[config.mk]
export PLATFORM = sky130hd
export DESIGN_NAME = pi_code_ctrl
export DESIGN_NICKNAME = d
export VERILOG_FILES = /design/src/rtl/pi_code_ctrl.sv
export SDC_FILE = /design/constraint.sdc
export NUM_CORES = 1
export LEC_CHECK = 0
export ABC_AREA = 1
export CAP_MARGIN = 25
export CORE_MARGIN = 2
export CORE_UTILIZATION = 59
export DETAILED_ROUTE_END_ITERATION = 12
export PLACE_DENSITY = 0.95
export SLEW_MARGIN = 25
export SYNTH_ARGS = -nofsm -noshare
export SYNTH_HDL_FRONTEND = slang
export SYNTH_SLANG_ARGS = --single-unit
[constraint.sdc]
create_clock -name CLK -period 7.4 [get_ports CLK]
set_input_delay 1.48 -clock CLK [delete_from_list [all_inputs] [get_ports CLK]]
set_output_delay 1.48 -clock CLK [all_outputs]
set_load 0.1 [all_outputs]
[src/rtl/pi_code_ctrl.sv]
// pi_code_ctrl: CDR phase-control loop driving the 11-bit PMIX phase-interpolator code.
// Bang-bang early/late votes are decimated over DECIM valid samples. Each window then
// updates a wrapping phase accumulator through a proportional path, plus a frequency
// (integral) path when PI_FREQ_PATH_EN is defined. Without PI_FREQ_PATH_EN the frequency
// register stays at zero and the loop is first-order.
module pi_code_ctrl #(
  parameter int DECIM    = 8,
  parameter int KP_SHIFT = 2,
  parameter int KI_SHIFT = 4,
  parameter int FRAC_W   = 8,
  parameter int FREQ_W   = 16,
  parameter int MAX_STEP = 8,
  parameter int LOCK_CNT = 16
) (
  input  logic                     CLK,
  input  logic                     RST,
  input  logic                     Vote_Valid,
  input  logic                     Early,
  input  logic                     Late,
  input  logic                     Hold,
  output logic [10:0]              Code_Out,
  output logic                     Code_Valid,
  output logic                     Locked,
  output logic signed [FREQ_W-1:0] Freq_Out
);

  localparam int CW  = 11;                    // code width
  localparam int PW  = CW + FRAC_W;           // phase accumulator width
  localparam int WCW = $clog2(DECIM);         // window counter width
  localparam int NW  = $clog2(DECIM) + 2;     // signed net-vote width
  localparam int LW  = $clog2(LOCK_CNT + 1);  // qualifying-run counter width
  localparam int MAXA = (NW + FRAC_W > FREQ_W) ? NW + FRAC_W : FREQ_W;
  localparam int DW  = ((MAXA > PW) ? MAXA : PW) + 2;  // loop-filter arithmetic width

  localparam logic signed [DW-1:0] STEP_LIM  = DW'(MAX_STEP << FRAC_W);
  localparam logic        [NW-1:0] NET_FULL  = NW'(DECIM);
  localparam logic        [NW-1:0] NET_QUIET = NW'(DECIM / 4);

  typedef enum logic {ACQ, TRACK} state_t;

  state_t                    state;
  logic [WCW-1:0]            win_cnt;
  logic signed [NW-1:0]      net;
  logic [PW-1:0]             phase_acc;
  logic signed [FREQ_W-1:0]  freq;
  logic [LW-1:0]             run_cnt;

  logic                      accept;
  logic                      last;
  logic signed [1:0]         vote;
  logic signed [NW-1:0]      net_sum;
  logic        [NW-1:0]      net_abs;
  logic                      qualify;
  logic signed [DW-1:0]      scaled;
  logic signed [DW-1:0]      prop;
  logic signed [DW-1:0]      intg;
  logic signed [DW-1:0]      step_sum;
  logic signed [DW-1:0]      delta;
  logic [PW-1:0]             phase_next;
  logic signed [FREQ_W-1:0]  freq_next;

`ifdef PI_FREQ_PATH_EN
  logic signed [FREQ_W:0]    freq_sum;
`endif

  // Vote decode, window bookkeeping and the loop-filter datapath for the update step.
  // NOTE: every signal driven here gets a default before any branch so no latch is inferred.
  always_comb begin
    accept = Vote_Valid & ~Hold;
    last   = accept && (win_cnt == WCW'(DECIM - 1));

    vote = 2'sd0;
    if (Late && !Early)      vote = 2'sd1;
    else if (Early && !Late) vote = -2'sd1;

    // The final sample of a window is included in the update, so work from net + vote.
    net_sum = net + {{(NW-2){vote[1]}}, vote};
    net_abs = net_sum[NW-1] ? NW'(-net_sum) : NW'(net_sum);
    qualify = (state == TRACK) ? (net_abs == NET_FULL) : (net_abs <= NET_QUIET);

    // Proportional path: gain is one step higher in ACQ for faster pull-in.
    scaled = {{(DW-NW){net_sum[NW-1]}}, net_sum} <<< FRAC_W;
    prop   = (state == TRACK) ? (scaled >>> KP_SHIFT) : (scaled >>> (KP_SHIFT - 1));

    // Integral path uses the registered, pre-update frequency value.
    intg = {{(DW-FREQ_W){freq[FREQ_W-1]}}, freq} >>> KI_SHIFT;

    step_sum = prop + intg;
    delta    = step_sum;
    if (step_sum > STEP_LIM)       delta = STEP_LIM;
    else if (step_sum < -STEP_LIM) delta = -STEP_LIM;

    // Modulo add: the code wraps 2047 <-> 0 seamlessly.
    phase_next = phase_acc + PW'(delta);

`ifdef PI_FREQ_PATH_EN
    freq_sum  = {freq[FREQ_W-1], freq} + {{(FREQ_W+1-NW){net_sum[NW-1]}}, net_sum};
    freq_next = freq_sum[FREQ_W-1:0];
    // Overflow shows as disagreement of the two top bits; pin to the signed rail.
    if (freq_sum[FREQ_W] != freq_sum[FREQ_W-1])
      freq_next = freq_sum[FREQ_W] ? {1'b1, {(FREQ_W-1){1'b0}}} : {1'b0, {(FREQ_W-1){1'b1}}};
`else
    freq_next = '0;
`endif
  end

  // Loop state, ACQ/TRACK FSM and registered outputs; Hold freezes everything.
  // NOTE: sequential state uses non-blocking assignments so every register sees pre-edge values.
  always_ff @(posedge CLK) begin
    if (RST) begin
      state      <= ACQ;
      win_cnt    <= '0;
      net        <= '0;
      phase_acc  <= '0;
      freq       <= '0;
      run_cnt    <= '0;
      Code_Valid <= 1'b0;
      Locked     <= 1'b0;
    end else begin
      Code_Valid <= 1'b0;
      if (accept) begin
        if (last) begin
          win_cnt    <= '0;
          net        <= '0;
          phase_acc  <= phase_next;
          freq       <= freq_next;
          Code_Valid <= 1'b1;
          if (!qualify) begin
            run_cnt <= '0;
          end else if (run_cnt == LW'(LOCK_CNT - 1)) begin
            run_cnt <= '0;
            if (state == ACQ) begin
              state  <= TRACK;
              Locked <= 1'b1;
            end else begin
              state  <= ACQ;
              Locked <= 1'b0;
            end
          end else begin
            run_cnt <= run_cnt + 1'b1;
          end
        end else begin
          win_cnt <= win_cnt + 1'b1;
          net     <= net_sum;
        end
      end
    end
  end

  // The code is the integer part of the phase accumulator, which only moves on updates.
  assign Code_Out = phase_acc[PW-1 -: CW];
  assign Freq_Out = freq;

endmodule

[After elaboration in Yosys (flattened, before gate mapping)]
Index checks and enable logic that the tools add are counted.
Cells by class
  $add $sub $neg: 5
  equal/unequal tests: 3
  reduce and logical (&&, ||, !) cells: 8
  $lt $le $gt $ge: 3
  muxes and demuxes: 13
  bitwise logic cells: 3
Operators with widths (number)
  19-bit two-way mux: 2
  5-bit two-way mux: 4
  19-bit adder: 1
  12-bit by 13-bit greater-than comparator with 1-bit output, second input constant: 1
  12-bit less-than comparator, second input constant: 1
  11-bit two-way mux: 1
  5-bit by 4-bit == test with 1-bit output, second input constant: 2
  5-bit by 1-bit adder with 5-bit output, second input constant: 1
  5-bit adder: 1
  5-bit by 2-bit <= comparator with 1-bit output, second input constant: 1
  5-bit negation: 1
  2-bit two-way mux: 2
  4-bit AND reduction: 1
  3-bit by 1-bit adder with 3-bit output, second input constant: 1
  3-bit == test, second input constant: 1
  1-bit logical AND: 3
  1-bit two-way mux: 3
  3-bit two-way mux: 1
  1-bit zero test: 2
  1-bit NOT: 2
  2-bit AND reduction: 1
  2-bit OR reduction: 1
  1-bit bitwise AND: 1
Word-level totals
  register bits: 34
  logic and storage cells: 41

[Depth between registers and ports, before layout]
Gate-level depths: netlist of run 1.
  depth in word-level cells: 10
  depth in mapped cells: 24
  mapped depth without buffers: 24

[Least setup slack after synthesis of run 1]
Ideal clock, no wire load.
  path kind: input to register
  start: input port Late
  end: register phase_acc[15]
  buffers on the path: 0
  stages: 19
  library setup time: 58 ps
  path slack: 3166 ps
  data required time: 7342 ps
  arrival time: 4176 ps
  cell sequence: inv_1 > ha_1 > ha_1 > inv_1 > o21bai_1 > inv_1 > nand3_1 > nand2_2 > nand2_1 > o21ai_0 > ha_1 > a21oi_1 > o21ai_0 > a21oi_1 > o211ai_1 > or2_2 > nand3_1 > o211ai_1 > inv_1
Between the ends
  longest elaborated chain between the ends: 10
RTL lines
  from (decl): RTL line 19  | input logic Late,
  1-bit zero test: RTL line 74  | else if (Early && !Late) vote = -2'sd1;
  1-bit logical AND: RTL line 74
  2-bit two-way mux: RTL line 74
  2-bit two-way mux *: RTL line 73  | if (Late && !Early) vote = 2'sd1;
  5-bit adder *: RTL line 77  | net_sum = net + {{(NW-2){vote[1]}}, vote};
  11-bit two-way mux: RTL line 83  | prop = (state == TRACK) ? (scaled >>> KP_SHIFT) : (scaled >>> (KP_SHIFT - 1));
  12-bit less-than comparator: RTL line 91  | else if (step_sum < -STEP_LIM) delta = -STEP_LIM;
  19-bit two-way mux: RTL line 91
  19-bit two-way mux *: RTL line 90  | if (step_sum > STEP_LIM) delta = STEP_LIM;
  19-bit adder *: RTL line 94  | phase_next = phase_acc + PW'(delta);
  to (signal assigned): RTL line 125  | phase_acc <= phase_next;
  to (decl): RTL line 44  | logic [PW-1:0] phase_acc;
Every way passes the cells marked *; elsewhere a longest branch is shown, timed or not.
A chain may end at the register's enable or synchronous reset.

[Worst setup path in the final report of run 1]
Same ends and word-level chain as after synthesis.

==> results of run 1 <==
final timing paths:
kind	to	depth (start not counted)	slack, ns	start
min	phase_acc[18]$_SDFFE_PP0P_	1	0.47	phase_acc[18]$_SDFFE_PP0P_
max	phase_acc[15]$_SDFFE_PP0P_	20	2.55	Late
min reg2reg	phase_acc[18]$_SDFFE_PP0P_	1	0.47	phase_acc[18]$_SDFFE_PP0P_
max reg2reg	phase_acc[15]$_SDFFE_PP0P_	21	4.19	net[1]$_SDFFE_PP0P_
layer usage:
metal	GRT usage [%]	vias up	share of wire (%)
li1	-	1071	-
met1	25.42	987	45
met2	41.00	73	49
met3	3.748	13	4.5
met4	9.694	0	1.9
met5	0	-	0
power groups by stage:
stage | Sequential (uW) | Clock (uW) | Combinational [uW]
floorplan | 157 | 0 | 97.3
finish | 154 | 122 | 108
CTS | 154 | 124 | 107
global placement | 157 | 0 | 103
global route | 154 | 129 | 117
detailed placement | 158 | 0 | 106
kinds of logic (layout without fill, tap and decap cells):
kind of cell	Yosys count	in the layout	synth area share, %
compound gates	61	61	15.98
fa+ha+maj	22	22	12.32
simple gates	144	144	27.26
xor+xnor	8	8	3.053
other cells	1	16	0.1634
flops	28	28	24.43
buf+inv	75	64	16.79
metrics by stage:
| stage | power [uW] | instance area [um^2] | utilization (%) |
|---|---|---|---|
| after detailed placement | 263.6 | 2364 | 64.08 |
| after CTS | 385.0 | 2435 | 66.01 |
| final | 384.7 | 2435 | 66.01 |
| after global placement | 260.8 | 2364 | 64.08 |
| after floorplan | 254.3 | 2351 | - |
| after global routing | 400.8 | 2435 | 66.01 |
cell usage after synthesis (all sizes together), types with 2 or more instances:
master,instances
buf,29
xor2,4
or2,2
o211ai,3
o221ai,2
o21bai,7
o21ai,17
inv,42
nand2,89
ha,21
nor3,4
xnor2,4
nand4,2
nand3,26
a31oi,2
a21oi,27
dfxtp,28
clkbuf,4
nor2,21
final cells by class:
| type | instances | area (um^2) |
|---|---|---|
| multi-input cells | 251 | 1405 |
| well taps | 48 | 60.06 |
| inverters | 42 | 157.7 |
| repair buffers | 18 | 180.2 |
| clock inverters | 1 | 30.03 |
| fillers | 313 | 1254 |
| clock buffers | 3 | 41.29 |
| flip-flops and latches | 28 | 560.5 |
sequential cells by signal, indices dropped and copies added (netlist names):
name        cells
phase_acc      13
net             5
run_cnt         5
win_cnt         3
Code_Valid      1
state           1
worst max-delay path: cells and delay by family:
family                     cells  cell delay, ns
buffers and inverters          5            0.78
and+or+nand+nor                5            0.80
AOI/OAI and AO/OA              7            1.00
adders and majority gates      3            1.01
==> metrics.yaml, run 1 <==
setup_path:
  cp_slowest_stage_delay_ns: 0.46
  arrival_ns: 5.08
  cp_common_cell: "inv_1"
  slowest_stage: "clkdlybuf4s50_1"
  critPathCaptureType: "register"
  path_class: "input pin to register"
  critPathMaxFanout: 12
  crit_chain: "clkdlybuf4s50_1 -> inv_1 -> ha_1 -> ha_1 -> inv_1 -> o21bai_1 -> inv_1 -> nand3_1 -> nand2_2 -> nand2_1 -> o21ai_0 -> ha_1 -> a21oi_1 -> o21ai_0 -> a21oi_1 -> o211ai_1 -> or2_2 -> nand3_1 -> o211ai_1 -> inv_1"
  worstPathRequired_ns: 7.63
  startpoint_type: "input pin"
clocking:
  post_cts_buffers: 0
  root_buffer: "clkbuf_8"
  holdBufCountCts: 0
  cts_tree: "done"
  clk_pin_slew_ns: 0.10
  cts_buffer_depth: 2
  cts_sinks: 28
  clkLatencyLatePin_ns: 0.28
  cts_buffers: 3
  htreeDepth: 1
  ctsResizeCount: 0
grt:
  first_global_vias: 1916
  antenna_found_initial: 0
  grt_usage_pct: 22.48
  overflow: 0
  grt_pass1_wl_um: 7797
  grt_start_max_net_pins: 21
finish:
  final_common_cell: "nand2_1"
  nets: 372
  syn_to_final_growth_pct: 6.107
  fin_cells: 391
  final_cell_mix: "80 x nand2_1, 41 x inv_1, 28 x dfxtp_1, 25 x a21oi_1, 23 x nand3_1"
  drive_gt1_share_pct: 6.414
  n_antenna_cell: 0
routing:
  detail-route-antenna-nets: 0
  vias: 2144
  vias_per_cell: 5.483
  wl_per_cell_um: 12.05
  firstDrtPassIters: 4
  post-route-drc-count: 0
  drt_iter0_drc: 107
  wl_um: 4710
placement:
  io_buffer_count: 18
  post-place-cells: 387
  gp_congestion: 0.9407
  dp_slack_ns: 2.314
  dpl.hpwl_um: 3491
sta:
  finalCritPeriodShare_pct: 65.50
  worst_pin_slew_ns: 0.9758
  hold_violations: 0
  drv_slew: 0
  setup-tns-final_ns: 0
  fin_skew_ns: 0.008100
  whs_ns: 0.4665
  worst_slack_ns: 2.553
  rsz0062_at_grt: "false"
  fmax_ghz: 0.2063
  slew_headroom_pct: 34.74
  fin_crit_ns: 4.847
  setup_viol: 0
synthesis:
  yosysUniqueCellTypes: 30
  synth_edf_count: 0
  post-synth-top-area-cell: "dfxtp_1"
  ys_seq_elements: 28
  syn_avg_cell_area_um2: 6.769
  dominantRegCellSynth: "dfxtp_1"
  synth_area_mm2: 0.002295
  ys_warn_count: 0
  synth.area.top_cells: "dfxtp_1 24%, nand2_1 13%, ha_1 11%"
  async_reset_ff_share_pct: 0
  ys_seq_area_share_pct: 24.43
  netlist_instances: 339
  yosys.area.top_type_share_pct: 24.43
hold_path:
  hp-class: "register to register"
power:
  intPower_uw: 250.4
  clkPwrFrac_pct: 31.7
  comb_power_share_pct: 28.2
  cellPowerDensity_mw_per_mm2: 158.0
  switching_power_uw: 134.3
  sw_frac_of_total_pct: 34.91
  max-vdd-ir-drop_v: 0.0001474
  sequentialPowerShare_pct: 40.1
  p_leak_uw: 0.001203
floorplanning:
  initial_utilization_pct: 62.21
  fp.dieH_um: 66.37
  rows: 22
  die_area_mm2: 0.004404
  die_w_um: 66.37
  core_mm2: 0.003689
  io_pins: 35
outcome:
  status: "completed"
job:
  cap_violations: 0
(Power assumes the default switching activity.)
==> run 2, diff against run 1 <==
CORE_UTILIZATION = 55   (was 59)
PLACE_DENSITY = 0.92   (was 0.95)
clock period = 4.6 ns   (was 7.4 ns; I/O delays follow)
==> metrics.yaml, run 2 (synthesized netlist as in run 1, its figures left out) <==
clocking:
  root_buffer: "clkbuf_8"
  clk_pin_slew_ns: 0.10
  cts_buffer_depth: 2
  post_cts_buffers: 0
  cts_sinks: 28
  ctsResizeCount: 0
  htreeDepth: 1
  cts_tree: "done"
  clkLatencyLatePin_ns: 0.27
  holdBufCountCts: 0
  cts_buffers: 3
setup_path:
  cp_slowest_stage_delay_ns: 0.45
  startpoint_type: "input pin"
  critPathMaxFanout: 6
  worstReg2RegStart: "net[1]$_SDFFE_PP0P_"
  reg2reg_to: "phase_acc[15]$_SDFFE_PP0P_"
  reg2reg_depth: 21
  slowest_stage: "clkdlybuf4s50_1"
  arrival_ns: 4.31
  worstPathRequired_ns: 4.83
  critPathCaptureType: "register"
  crit_family: "adder cells"
  crit_chain: "clkdlybuf4s50_1 -> inv_1 -> ha_1 -> ha_1 -> inv_1 -> o21bai_1 -> inv_1 -> nand3_1 -> nand2_2 -> nand2_1 -> o21ai_0 -> ha_1 -> a21oi_1 -> o21ai_0 -> a21oi_1 -> o211ai_1 -> or2_2 -> nand3_1 -> o211ai_1 -> inv_1"
  cp_common_cell: "inv_1"
  timing.critical_path.depth: 20
  crit_buf_inv: 5
  r2r_slack_ns: 1.59
  path_class: "input pin to register"
finish:
  drive_gt1_share_pct: 6.686
  largest_register_ffs: 13
  syn_to_final_growth_pct: 6.543
  num-fill-cells: 357
  n_antenna_cell: 0
  top_register: "phase_acc"
  final_common_cell: "nand2_1"
  fin_cells: 394
  final_cell_mix: "80 x nand2_1, 41 x inv_1, 28 x dfxtp_1, 25 x a21oi_1, 23 x nand3_1"
  top_regs: "phase_acc (13), net (5), run_cnt (5)"
  nets: 373
placement:
  dpl.hpwl_um: 3493
  gp_congestion: 0.9004
  post-place-cells: 390
  io_buffer_count: 18
job:
  cap_violations: 0
routing:
  wl_per_cell_um: 11.80
  wl_um: 4651
  drt_iter0_drc: 74
  post-route-drc-count: 0
  vias_per_cell: 5.193
  vias: 2046
  firstDrtPassIters: 4
  detail-route-antenna-nets: 0
hold_path:
  hold_end: "phase_acc[18]$_SDFFE_PP0P_"
  hold_start: "phase_acc[18]$_SDFFE_PP0P_"
  hp-class: "register to register"
  whs_path_depth: 1
sta:
  hold_violations: 0
  setup_viol: 0
  drv_slew: 0
  slew_headroom_pct: 33.66
  finalCritPeriodShare_pct: 88.68
  fin_crit_ns: 4.079
  worst_pin_slew_ns: 0.9920
  whs_ns: 0.4638
  fmax_ghz: 0.2451
  rsz0062_at_grt: "false"
  fin_skew_ns: 0.002759
  setup-tns-final_ns: 0
grt:
  overflow: 0
  grt_usage_pct: 22.63
  first_global_vias: 1901
  grt_start_max_net_pins: 21
  antenna_found_initial: 0
  grt_pass1_wl_um: 8245
power:
  total_power_uw: 619.9
  max-vdd-ir-drop_v: 0.0001262
  p_leak_uw: 0.001209
  cellPowerDensity_mw_per_mm2: 253.5
floorplanning:
  initial_utilization_pct: 57.37
  core_mm2: 0.004000
  die_area_mm2: 0.004705
  rows: 23
  io_pins: 35
  fp.dieH_um: 68.59
  die_w_um: 68.59
outcome:
  status: "completed"
run 2: changes by cell type in the layout (fill, tap and decap cells not counted), sizes merged:
| cell | before | now |
|---|---|---|
| buf | 0 | 1 |
run 2: power breakdown:
part	internal (uW)	leakage, uW	total (uW)	switching (uW)
registers	245	0.000226	248	2.39
logic	42.5	0.000947	177	134
clock network	117	0.0000357	196	79.0
total	404	0.00121	620	216
run 2: routing by layer:
metal | vias up | global-route usage [%] | wire length, um
met3 | 4 | 2.273 | 171
met5 | - | 0 | 0
li1 | 1078 | - | -
met2 | 46 | 36.78 | 2237
met1 | 918 | 30.69 | 2195
met4 | 0 | 9.000 | 46
run 2: area by class of cell:
type	instances	area, um^2	share of cell area (%)
multi-input cells	251	1405	57.47
flip-flops and latches	28	560.5	22.93
repair buffers	19	187.7	7.677
inverters	42	157.7	6.448
well taps	50	62.56	2.559
clock buffers	3	41.29	1.689
clock inverters	1	30.03	1.228
run 2: metrics by stage:
stage | setup slack (ns) | instance area [um^2] | util, %
floorplan | 0.9260 | 2351 | -
global placement | 0.3782 | 2374 | 59.34
detailed placement | 0.2365 | 2374 | 59.34
CTS | 0.5393 | 2445 | 61.12
global route | 0.1125 | 2445 | 61.12
finish | 0.5207 | 2445 | 61.12
run 2: worst max path at each step:
stage	start	end	slack (ns)
detailed placement	Late	phase_acc[15]$_SDFFE_PP0P_	0.24
CTS	Late	phase_acc[15]$_SDFFE_PP0P_	0.54
global route	Late	phase_acc[15]$_SDFFE_PP0P_	0.11
global placement	Late	phase_acc[15]$_SDFFE_PP0P_	0.38
floorplan	Late	phase_acc[15]$_SDFFE_PP0P_	0.93
finish	Late	phase_acc[15]$_SDFFE_PP0P_	0.52
==> run 3, diff against run 2 <==
CAP_MARGIN = default   (was 25)
CORE_MARGIN = default   (was 2)
==> metrics.yaml, run 3 (synthesized netlist as in run 1, its figures left out) <==
outcome:
  status: "completed"
finish:
  n_antenna_cell: 0
  fin_cells: 394
  fin_util_pct: 61.12
  final_common_cell: "nand2_1"
  syn_to_final_growth_pct: 6.543
  drive_gt1_share_pct: 6.686
  largest_register_ffs: 13
  num-fill-cells: 370
  nets: 373
  final_cell_mix: "80 x nand2_1, 41 x inv_1, 28 x dfxtp_1, 25 x a21oi_1, 23 x nand3_1"
  top_regs: "phase_acc (13), net (5), run_cnt (5)"
  top_register: "phase_acc"
routing:
  vias_per_cell: 5.266
  wl_um: 4545
  detail-route-antenna-nets: 0
  firstDrtPassIters: 5
  drt_iter0_drc: 125
  wl_per_cell_um: 11.54
  vias: 2075
  post-route-drc-count: 0
grt:
  overflow: 0
  grt_start_max_net_pins: 21
  grt_pass1_wl_um: 7790
  antenna_found_initial: 0
  grt_usage_pct: 22.22
  first_global_vias: 1878
clocking:
  htreeDepth: 1
  cts_sinks: 28
  root_buffer: "clkbuf_8"
  cts_buffers: 3
  cts_tree: "done"
  cts_buffer_depth: 2
  post_cts_buffers: 0
  ctsResizeCount: 0
  clk_pin_slew_ns: 0.09
  holdBufCountCts: 0
  clkLatencyLatePin_ns: 0.28
floorplanning:
  die_w_um: 66.59
  fp.dieH_um: 66.59
  initial_utilization_pct: 57.37
  io_pins: 35
  die_area_mm2: 0.004434
  core_mm2: 0.004000
  rows: 23
sta:
  setup_viol: 0
  fin_crit_ns: 4.244
  fmax_ghz: 0.2356
  setup-tns-final_ns: 0
  finalCritPeriodShare_pct: 92.26
  slew_headroom_pct: 35.18
  fin_skew_ns: 0.002239
  rsz0062_at_grt: "false"
  worst_pin_slew_ns: 0.9693
  hold_violations: 0
  drv_slew: 0
setup_path:
  critPathMaxFanout: 9
  startpoint_type: "input pin"
  critPathCaptureType: "register"
  arrival_ns: 4.47
  path_class: "input pin to register"
  worstPathRequired_ns: 4.82
placement:
  post-place-cells: 390
  io_buffer_count: 18
  dpl.hpwl_um: 3316
  gp_congestion: 0.8885
power:
  p_leak_uw: 0.001209
  max-vdd-ir-drop_v: 0.0001312
  cellPowerDensity_mw_per_mm2: 252.3
job:
  cap_violations: 0
hold_path:
  hp-class: "register to register"
-- run 3: cell counts in the layout (fill, tap and decap cells not counted) --
No cell type changed its count.
-- run 3: through the flow --
| step | hold slack [ns] | power, uW | instance area (um^2) | setup slack (ns) |
|---|---|---|---|---|
| after floorplan | 0.4239 | 409.2 | 2351 | 0.9260 |
| after global placement | 0.4486 | 421.0 | 2374 | 0.3794 |
| after detailed placement | 0.4451 | 425.4 | 2374 | 0.1931 |
| after CTS | 0.4705 | 616.5 | 2445 | 0.4072 |
| after global routing | 0.4964 | 648.9 | 2445 | 0.08757 |
| final | 0.4676 | 616.9 | 2445 | 0.3559 |
-- run 3: path summary, 6_finish.rpt --
kind,from,to,slack (ns),depth (start not counted)
setup / recovery,Late,phase_acc[15]$_SDFFE_PP0P_,0.36,19
hold / removal,phase_acc[18]$_SDFFE_PP0P_,phase_acc[18]$_SDFFE_PP0P_,0.47,1
setup reg to reg,net[3]$_SDFFE_PP0P_,phase_acc[15]$_SDFFE_PP0P_,1.46,16
hold reg to reg,phase_acc[18]$_SDFFE_PP0P_,phase_acc[18]$_SDFFE_PP0P_,0.47,1
-- run 3: worst max-delay path, stage by stage --
cell and delay, ns:
clkdlybuf4s50_1 0.45, inv_1 0.05, ha_1 0.26, ha_1 0.39, inv_1 0.09, o21bai_1 0.15, inv_1 0.09, nand3_1 0.15
nand2_2 0.10, buf_4 0.19, ha_1 0.34, a21oi_1 0.22, o21ai_0 0.18, a21oi_1 0.23, o211ai_1 0.12, or2_2 0.28
nand3_1 0.07, o211ai_1 0.09, inv_1 0.08
-- run 3: layout make-up --
cell class	instances	area, um^2	area share [%]
Timing Repair Buffer	19	187.7	7.677
Tap cell	50	62.56	2.559
Multi-Input combinational cell	251	1405	57.47
Sequential cell	28	560.5	22.93
Inverter	42	157.7	6.448
Clock buffer	3	41.29	1.689
Clock inverter	1	30.03	1.228
-- run 3: metal layers --
metal / GRT usage (%) / share of wire [%] / vias up
met3: 2.226 / 4.5 / 12
li1: - / - / 1071
met2: 38.64 / 48 / 80
met5: 0 / 0 / -
met4: 9.309 / 2.1 / 0
met1: 27.54 / 46 / 912
-- run 3: where the power goes --
| group | total [uW] | internal [uW] | switching (uW) | leakage, uW |
|---|---|---|---|---|
| clock network | 194 | 117 | 77.5 | 0.0000357 |
| logic | 175 | 42.3 | 133 | 0.000947 |
| registers | 248 | 245 | 2.40 | 0.000226 |
| total | 617 | 404 | 213 | 0.00121 |
